### src/rtl/fc_pkg.sv
// Shared FC-layer definitions: output-buffer FSM states, channel geometry helpers
// used by both the input and output buffers, and the output requantizer.
package fc_pkg;

  typedef enum logic [1:0] {
    IDLE,
    ACCUM,
    XMIT
  } obuf_state_t;

  function automatic int unsigned obuf_data_size(input int unsigned data_size,
                                                 input int unsigned xbar_size);
    return (data_size == 1) ? $clog2(xbar_size) : 2 * data_size + $clog2(xbar_size);
  endfunction

  function automatic int unsigned num_channels(input int unsigned bus_width,
                                               input int unsigned obuf_dsize);
    return bus_width / obuf_dsize;
  endfunction

  function automatic int unsigned fifo_length(input int unsigned xbar_size,
                                              input int unsigned data_size,
                                              input int unsigned nch);
    return ((xbar_size / data_size) + nch - 1) / nch;
  endfunction

  // Negative inputs clamp to zero, then shift right and saturate to dsize bits.
  function automatic logic [31:0] requantize(input logic signed [63:0] x,
                                             input int unsigned shift,
                                             input int unsigned dsize);
    logic signed [63:0] v;
    logic signed [63:0] maxv;
    v    = (x < 0) ? '0 : x;
    v    = v >>> shift;
    maxv = (64'sd1 <<< dsize) - 64'sd1;
    return (v > maxv) ? maxv[31:0] : v[31:0];
  endfunction

endpackage

### src/rtl/fc_obuf_acc_lane.sv
// One output channel: FIFO_LENGTH shift-accumulators plus the read-side requantizer.
// FC_OBUF_SIGNED_EN: signed accumulation, MSB bit-plane subtracted.
module fc_obuf_acc_lane
  import fc_pkg::*;
#(
  parameter int unsigned DATA_SIZE      = 8,
  parameter int unsigned OBUF_DATA_SIZE = 23,
  parameter int unsigned FIFO_LENGTH    = 8,
  parameter int unsigned ACC_WIDTH      = 31,
  parameter int unsigned OUT_SHIFT      = 8,
  parameter int unsigned BIT_W          = 3,
  parameter int unsigned ADDR_W         = 3
) (
  input  logic                      clk,
  input  logic                      rst,
  input  logic                      clear,
  input  logic                      en,
  input  logic [BIT_W-1:0]          bit_idx,
  input  logic [ADDR_W-1:0]         addr,
  input  logic [OBUF_DATA_SIZE-1:0] sum,
  input  logic [ADDR_W-1:0]         rd_ptr,
  output logic [DATA_SIZE-1:0]      q
);

  logic [ACC_WIDTH-1:0] acc [FIFO_LENGTH];
  logic [ACC_WIDTH-1:0] addend;
  logic [ACC_WIDTH-1:0] rd;
  logic signed [63:0]   rd_ext;
  logic [31:0]          q_wide;
  logic                 unused_q_hi;

  always_ff @(posedge clk) begin
    if (rst || clear) begin
      acc <= '{default: '0};
    end else if (en && (32'(addr) < FIFO_LENGTH)) begin
`ifdef FC_OBUF_SIGNED_EN
      if (32'(bit_idx) == DATA_SIZE - 1) acc[addr] <= acc[addr] - addend;
      else                               acc[addr] <= acc[addr] + addend;
`else
      acc[addr] <= acc[addr] + addend;
`endif
    end
  end

  always_comb begin
    addend = ACC_WIDTH'(sum) << bit_idx;
    rd     = acc[rd_ptr];
`ifdef FC_OBUF_SIGNED_EN
    rd_ext = {{(64-ACC_WIDTH){rd[ACC_WIDTH-1]}}, rd};
`else
    rd_ext = {{(64-ACC_WIDTH){1'b0}}, rd};
`endif
    q_wide = requantize(rd_ext, OUT_SHIFT, DATA_SIZE);
  end

  // requantize saturates to DATA_SIZE bits, so the upper result bits are always zero
  assign q           = q_wide[DATA_SIZE-1:0];
  assign unused_q_hi = ^q_wide[31:DATA_SIZE];

endmodule

### src/rtl/fc_obuf.sv
// FC-layer output buffer: bit-serial shift-accumulate, requantize, stream to next layer.
// FC_OBUF_SIGNED_EN selects the signed datapath with ReLU requantization.
module fc_obuf
  import fc_pkg::*;
#(
  parameter int unsigned DATA_SIZE      = 8,
  parameter int unsigned XBAR_SIZE      = 128,
  parameter int unsigned OBUF_BUS_WIDTH = 46,
  parameter int unsigned OUT_SHIFT      = 8,
  localparam int unsigned OBUF_DATA_SIZE = obuf_data_size(DATA_SIZE, XBAR_SIZE),
  localparam int unsigned NUM_CHANNELS   = num_channels(OBUF_BUS_WIDTH, OBUF_DATA_SIZE),
  localparam int unsigned FIFO_LENGTH    = fifo_length(XBAR_SIZE, DATA_SIZE, NUM_CHANNELS),
  localparam int unsigned ACC_WIDTH      = OBUF_DATA_SIZE + DATA_SIZE,
  localparam int unsigned BIT_W          = (DATA_SIZE > 1) ? $clog2(DATA_SIZE) : 1,
  localparam int unsigned ADDR_W         = (FIFO_LENGTH > 1) ? $clog2(FIFO_LENGTH) : 1
) (
  input  logic                                clk,
  input  logic                                rst,
  input  logic                                i_start,
  input  logic                                i_valid,
  input  logic [BIT_W-1:0]                    i_bit,
  input  logic [ADDR_W-1:0]                   i_addr,
  input  logic [OBUF_BUS_WIDTH-1:0]           i_data,
  input  logic                                i_last,
  input  logic                                i_ds_ready,
  output logic                                o_we,
  output logic [DATA_SIZE*NUM_CHANNELS-1:0]   o_data,
  output logic                                o_busy,
  output logic                                o_done
);

  localparam logic [ADDR_W-1:0] PTR_LAST = ADDR_W'(FIFO_LENGTH - 1);

  obuf_state_t                       state, state_d;
  logic [ADDR_W-1:0]                 ptr, ptr_d;
  logic                              fin, fin_d;
  logic                              we_d, done_d;
  logic                              clear, en;
  logic [DATA_SIZE*NUM_CHANNELS-1:0] data_d, q_all;

  for (genvar c = 0; c < NUM_CHANNELS; c++) begin : g_lane
    fc_obuf_acc_lane #(
      .DATA_SIZE      (DATA_SIZE),
      .OBUF_DATA_SIZE (OBUF_DATA_SIZE),
      .FIFO_LENGTH    (FIFO_LENGTH),
      .ACC_WIDTH      (ACC_WIDTH),
      .OUT_SHIFT      (OUT_SHIFT),
      .BIT_W          (BIT_W),
      .ADDR_W         (ADDR_W)
    ) u_lane (
      .clk     (clk),
      .rst     (rst),
      .clear   (clear),
      .en      (en),
      .bit_idx (i_bit),
      .addr    (i_addr),
      .sum     (i_data[c*OBUF_DATA_SIZE +: OBUF_DATA_SIZE]),
      .rd_ptr  (ptr),
      .q       (q_all[c*DATA_SIZE +: DATA_SIZE])
    );
  end

  always_ff @(posedge clk) begin
    if (rst) begin
      state  <= IDLE;
      ptr    <= PTR_LAST;
      fin    <= 1'b0;
      o_we   <= 1'b0;
      o_done <= 1'b0;
      o_data <= '0;
    end else begin
      state  <= state_d;
      ptr    <= ptr_d;
      fin    <= fin_d;
      o_we   <= we_d;
      o_done <= done_d;
      o_data <= data_d;
    end
  end

  // fin marks that the slot-0 beat is on the bus; o_done is raised the cycle after it.
  always_comb begin
    state_d = state;
    ptr_d   = ptr;
    fin_d   = fin;
    we_d    = 1'b0;
    done_d  = 1'b0;
    data_d  = o_data;
    clear   = 1'b0;
    en      = 1'b0;
    unique case (state)
      IDLE: begin
        ptr_d = PTR_LAST;
        fin_d = 1'b0;
        if (i_start) begin
          clear   = 1'b1;
          state_d = ACCUM;
        end
      end
      ACCUM: begin
        if (i_start) begin
          clear = 1'b1;
        end else begin
          en = i_valid;
          if (i_last) state_d = XMIT;
        end
      end
      XMIT: begin
        if (fin) begin
          done_d  = 1'b1;
          fin_d   = 1'b0;
          ptr_d   = PTR_LAST;
          state_d = IDLE;
        end else if (i_ds_ready) begin
          we_d   = 1'b1;
          data_d = q_all;
          if (ptr == '0) fin_d = 1'b1;
          else           ptr_d = ptr - 1'b1;
        end
      end
      default: state_d = IDLE;
    endcase
  end

  assign o_busy = (state == ACCUM) || (state == XMIT);

endmodule

### config.mk
export PLATFORM = sky130hd
export DESIGN_NAME = fc_obuf
export DESIGN_NICKNAME = d
export VERILOG_FILES = /design/src/rtl/fc_pkg.sv /design/src/rtl/fc_obuf_acc_lane.sv /design/src/rtl/fc_obuf.sv
export SDC_FILE = /design/constraint.sdc
export NUM_CORES = 1
export LEC_CHECK = 0
export BUFFER_PORTS_ARGS = -buffer_cell sky130_fd_sc_hd__clkbuf_2
export CORE_UTILIZATION = 35
export DETAILED_ROUTE_END_ITERATION = 12
export GPL_TIMING_DRIVEN = 1
export SETUP_SLACK_MARGIN = 0.4
export SYNTH_ARGS = -nofsm -noshare
export SYNTH_HDL_FRONTEND = slang
export SYNTH_SLANG_ARGS = --single-unit
export TNS_END_PERCENT = 5
### constraint.sdc
create_clock -name clk -period 9.1 [get_ports clk]
set_input_delay 1.82 -clock clk [delete_from_list [all_inputs] [get_ports clk]]
set_output_delay 1.82 -clock clk [all_outputs]
set_load 0.02 [all_outputs]
==> impl_results.md <==
* Slew headroom at 19.7%
* Leakage power at 10.6 nW
* Area Overhead vs Synth at 11.5%
* Final Hold Viols at 0
* Post-synthesis cell count at roughly 3300
* Cts bufs inserted at between 50 and 60
* Fin Hold WS at about 0.45 ns
* Combinational family with the most area after synthesis: compound AO/OA/AOI/OAI gates
* Worst setup SP type: input port
* GP Congestion at 0.943
* Die area at 0.0776 mm2
* CP Cell Sequence: clkbuf_2, nor3b_2, buf_4, a22oi_1, nand4_1, ha_1, nand3_1, o221ai_1, a21oi_1, o21bai_1, a31oi_1, o21ai_0, xnor2_1, a22o_1
* Synth cell types at 70
* Wire per inst at 24.8 um
* Fin nets at 3344
* CP peak stage delay at 0.95 ns
* Final core utilization at 39.4%
* Rows at 101
* Sequential-to-total area share from yosys stat at 38.9%
* CTS tree: yes
* N_diodes at 0
* RSZ-0062 raised after global routing: false
* Fmax at 158 MHz
* Worst hold path class: reg -> reg
* Skew-Pair Late Insertion Delay at approximately 0.63 ns
* Vias at approximately 26000
* Worst-Margin Slew at 1.20 ns
* Async SR Flop Fraction at 0%
* IO Port Bufs at 76
* Critical-path maximum fanout at 31
* Largest net degree at the start of global routing at between 150 and 200
* Max Cap Viol at 0
* Slowest library cell on the worst path: nor3b_2
* Routed WL at 105 mm
* Clk_skew at 0.0266 ns
* Total track usage at 26.3%
* Post-synthesis mux area share at under 10%
* # IOs at 77
* Synthesized area per cell at 8.13 um2
* Max-slew violations at 0
* Main synth FF type: dfxtp_1
* Post-synthesis xor/xnor area fraction at 1.53%
* Adder-cell share of the synthesized area at around 3.2%
* DRC viols at 0
* Period minus WS final at 6.31 ns
* Bufs and invs on worst path at 2
* Die W at 279 um
* H-tree Lvls at 2
* CP Data Required Time at between 9 and 10 ns
* Layout cell share with drive strength beyond 1 at a little under an eighth
* Longest Clk Path Bufs at 3
* Routed Antenna Nets at 0
* Kind of critical path: in -> reg
* Ys Warns at 0
* Synth Area in Simple Gates at 19.5%
* Initial DRC Count at around 3300
* Starting Density at 35.3%
* Top Family by Delay on Critical Path: compound AO/OA/AOI/OAI gates
* Yosys reg bits at 520
* CTS Root Cell: clkbuf_16
* Commonest non-fill, non-tap cell in the layout: nand2_1
* Post-cts resize count at 0
* Status: complete, no violations
* Setup TNS at 0 ns
* Initial antenna violation count at 0
* Post-CTS Setup Inserts at 0
* Critical path capture point type: flip-flop
* CTS Hold Bufs at 0
* Commonest non-fill, non-tap cells in the layout: nand2_1 (584), dfxtp_1 (518), a21oi_1 (379)
* Net count after synthesis at roughly 3400
* Vias in the first global route at 23900
* Compound-Gate Fraction of Synth Area at 25.6%
* Number of flops mapped to enable cells by yosys at 0
* Total gr overflow at 0
* Via-per-instance ratio at 6.14
* CTS clock-pin slew for the worst setup and hold paths at 0.06 ns
* Crit path DAT at 6.81 ns
* Synthesized area at 0.0268 mm2
* Detailed Routing Iterations Pass 1 at 6
* Tcrit/Tclk final at between 60% and 70%
* Detailed placement HPWL at 66.3 mm
* Die Y at 279 um
* Core area at 0.0758 mm2
* Final setup violation count at 0
* Clk sink count at 520
* Worst vdd ir at 0.138 mV
* Power per standard cell area at 178 mW/mm2
* Global-route wire length before repair at 156 mm
[per-stage QoR]
step / power [W] / cells / worst slack (ns) / area [um2]
6_report: 0.00532 / 4237 / 2.79 / 29900
5_1_grt: 0.00545 / 4237 / 2.56 / 29900
4_1_cts: 0.00532 / 4237 / 2.96 / 29900
3_5_place_dp: 0.00293 / 4138 / 2.35 / 27900
3_3_place_gp: 0.00293 / 4138 / 2.38 / 27900
2_1_floorplan: 0.00272 / 3294 / 3.48 / 26800
[cell families after synthesis]
| group | after synthesis |
|---|---|
| and+or+nand+nor | 1198 |
| muxes | 123 |
| AOI/OAI and AO/OA | 1049 |
| DFF | 520 |
| xor gates and xnor gates | 45 |
| buffers and inverters | 292 |
| adders and majority gates | 67 |
[layer usage]
layer | GRT usage (%) | part of all wire [%] | routed length, um | up-vias
met5 | 0 | 0 | 0 | -
met4 | 13.2 | 5.3 | 5620 | 0
met3 | 4.37 | 9.4 | 9830 | 271
met2 | 41.1 | 45 | 47300 | 1368
met1 | 35.0 | 40 | 42400 | 12500
li1 | - | - | - | 11900
[registers in the layout (all words and copies together), names as in the netlist]
register / count
o_data: 16
g_lane.u_lane.acc: 496
o_done: 1
state: 2
ptr: 3
o_we: 1
fin: 1
[worst min-delay path, delay by kind of cell (launching register included)]
kind	cells	cell delay, ns
compound gates	1	0.05
flops	1	0.31
simple gates	1	0.05
[path summary, 6_finish.rpt]
path | slack [ns] | start | depth (start not counted) | to
setup / recovery | 2.79 | i_addr[2] | 14 | g_lane[1].u_lane.acc[247]
hold / removal | 0.45 | g_lane[1].u_lane.acc[98] | 2 | g_lane[1].u_lane.acc[98]
setup reg to reg | 5.22 | g_lane[1].u_lane.acc[0] | 12 | g_lane[1].u_lane.acc[247]
hold reg to reg | 0.45 | g_lane[1].u_lane.acc[98] | 2 | g_lane[1].u_lane.acc[98]
[power by group]
part	internal (W)	leakage [nW]	switching, W
combinational	0.000155	5.46	0.000444
sequential	0.00228	4.19	0.0000109
clock	0.00143	0.952	0.000994
[cell usage after synthesis (all sizes together), types with 14 or more instances]
library cell / number / area [um2]
a211oi: 66 / 505
a21o: 25 / 188
a21oi: 379 / 1900
a22o: 112 / 990
a22oi: 241 / 1810
a31oi: 14 / 93.8
buf: 27 / 134
clkbuf: 243 / 913
dfxtp: 520 / 10400
ha: 65 / 813
inv: 21 / 78.8
mux2: 37 / 417
mux2i: 37 / 370
mux4: 49 / 1100
nand2: 592 / 2220
nand3: 61 / 305
nand4: 77 / 482
nor2: 281 / 1050
nor3: 52 / 265
nor4: 34 / 213
o21ai: 117 / 589
o21bai: 17 / 128
or3: 23 / 144
or4: 20 / 150
xnor2: 30 / 278
xor2: 15 / 131
[area by class of cell]
cell class,instances,area [um2]
Fill cell,7745,46000
Multi-Input combinational cell,2482,15300
Sequential cell,520,10400
Clock buffer,79,1650
Tap cell,978,1220
Timing Repair Buffer,136,881
Clock inverter,20,272
Inverter,22,82.6
No activity file was read; power rests on OpenSTA's default activity.
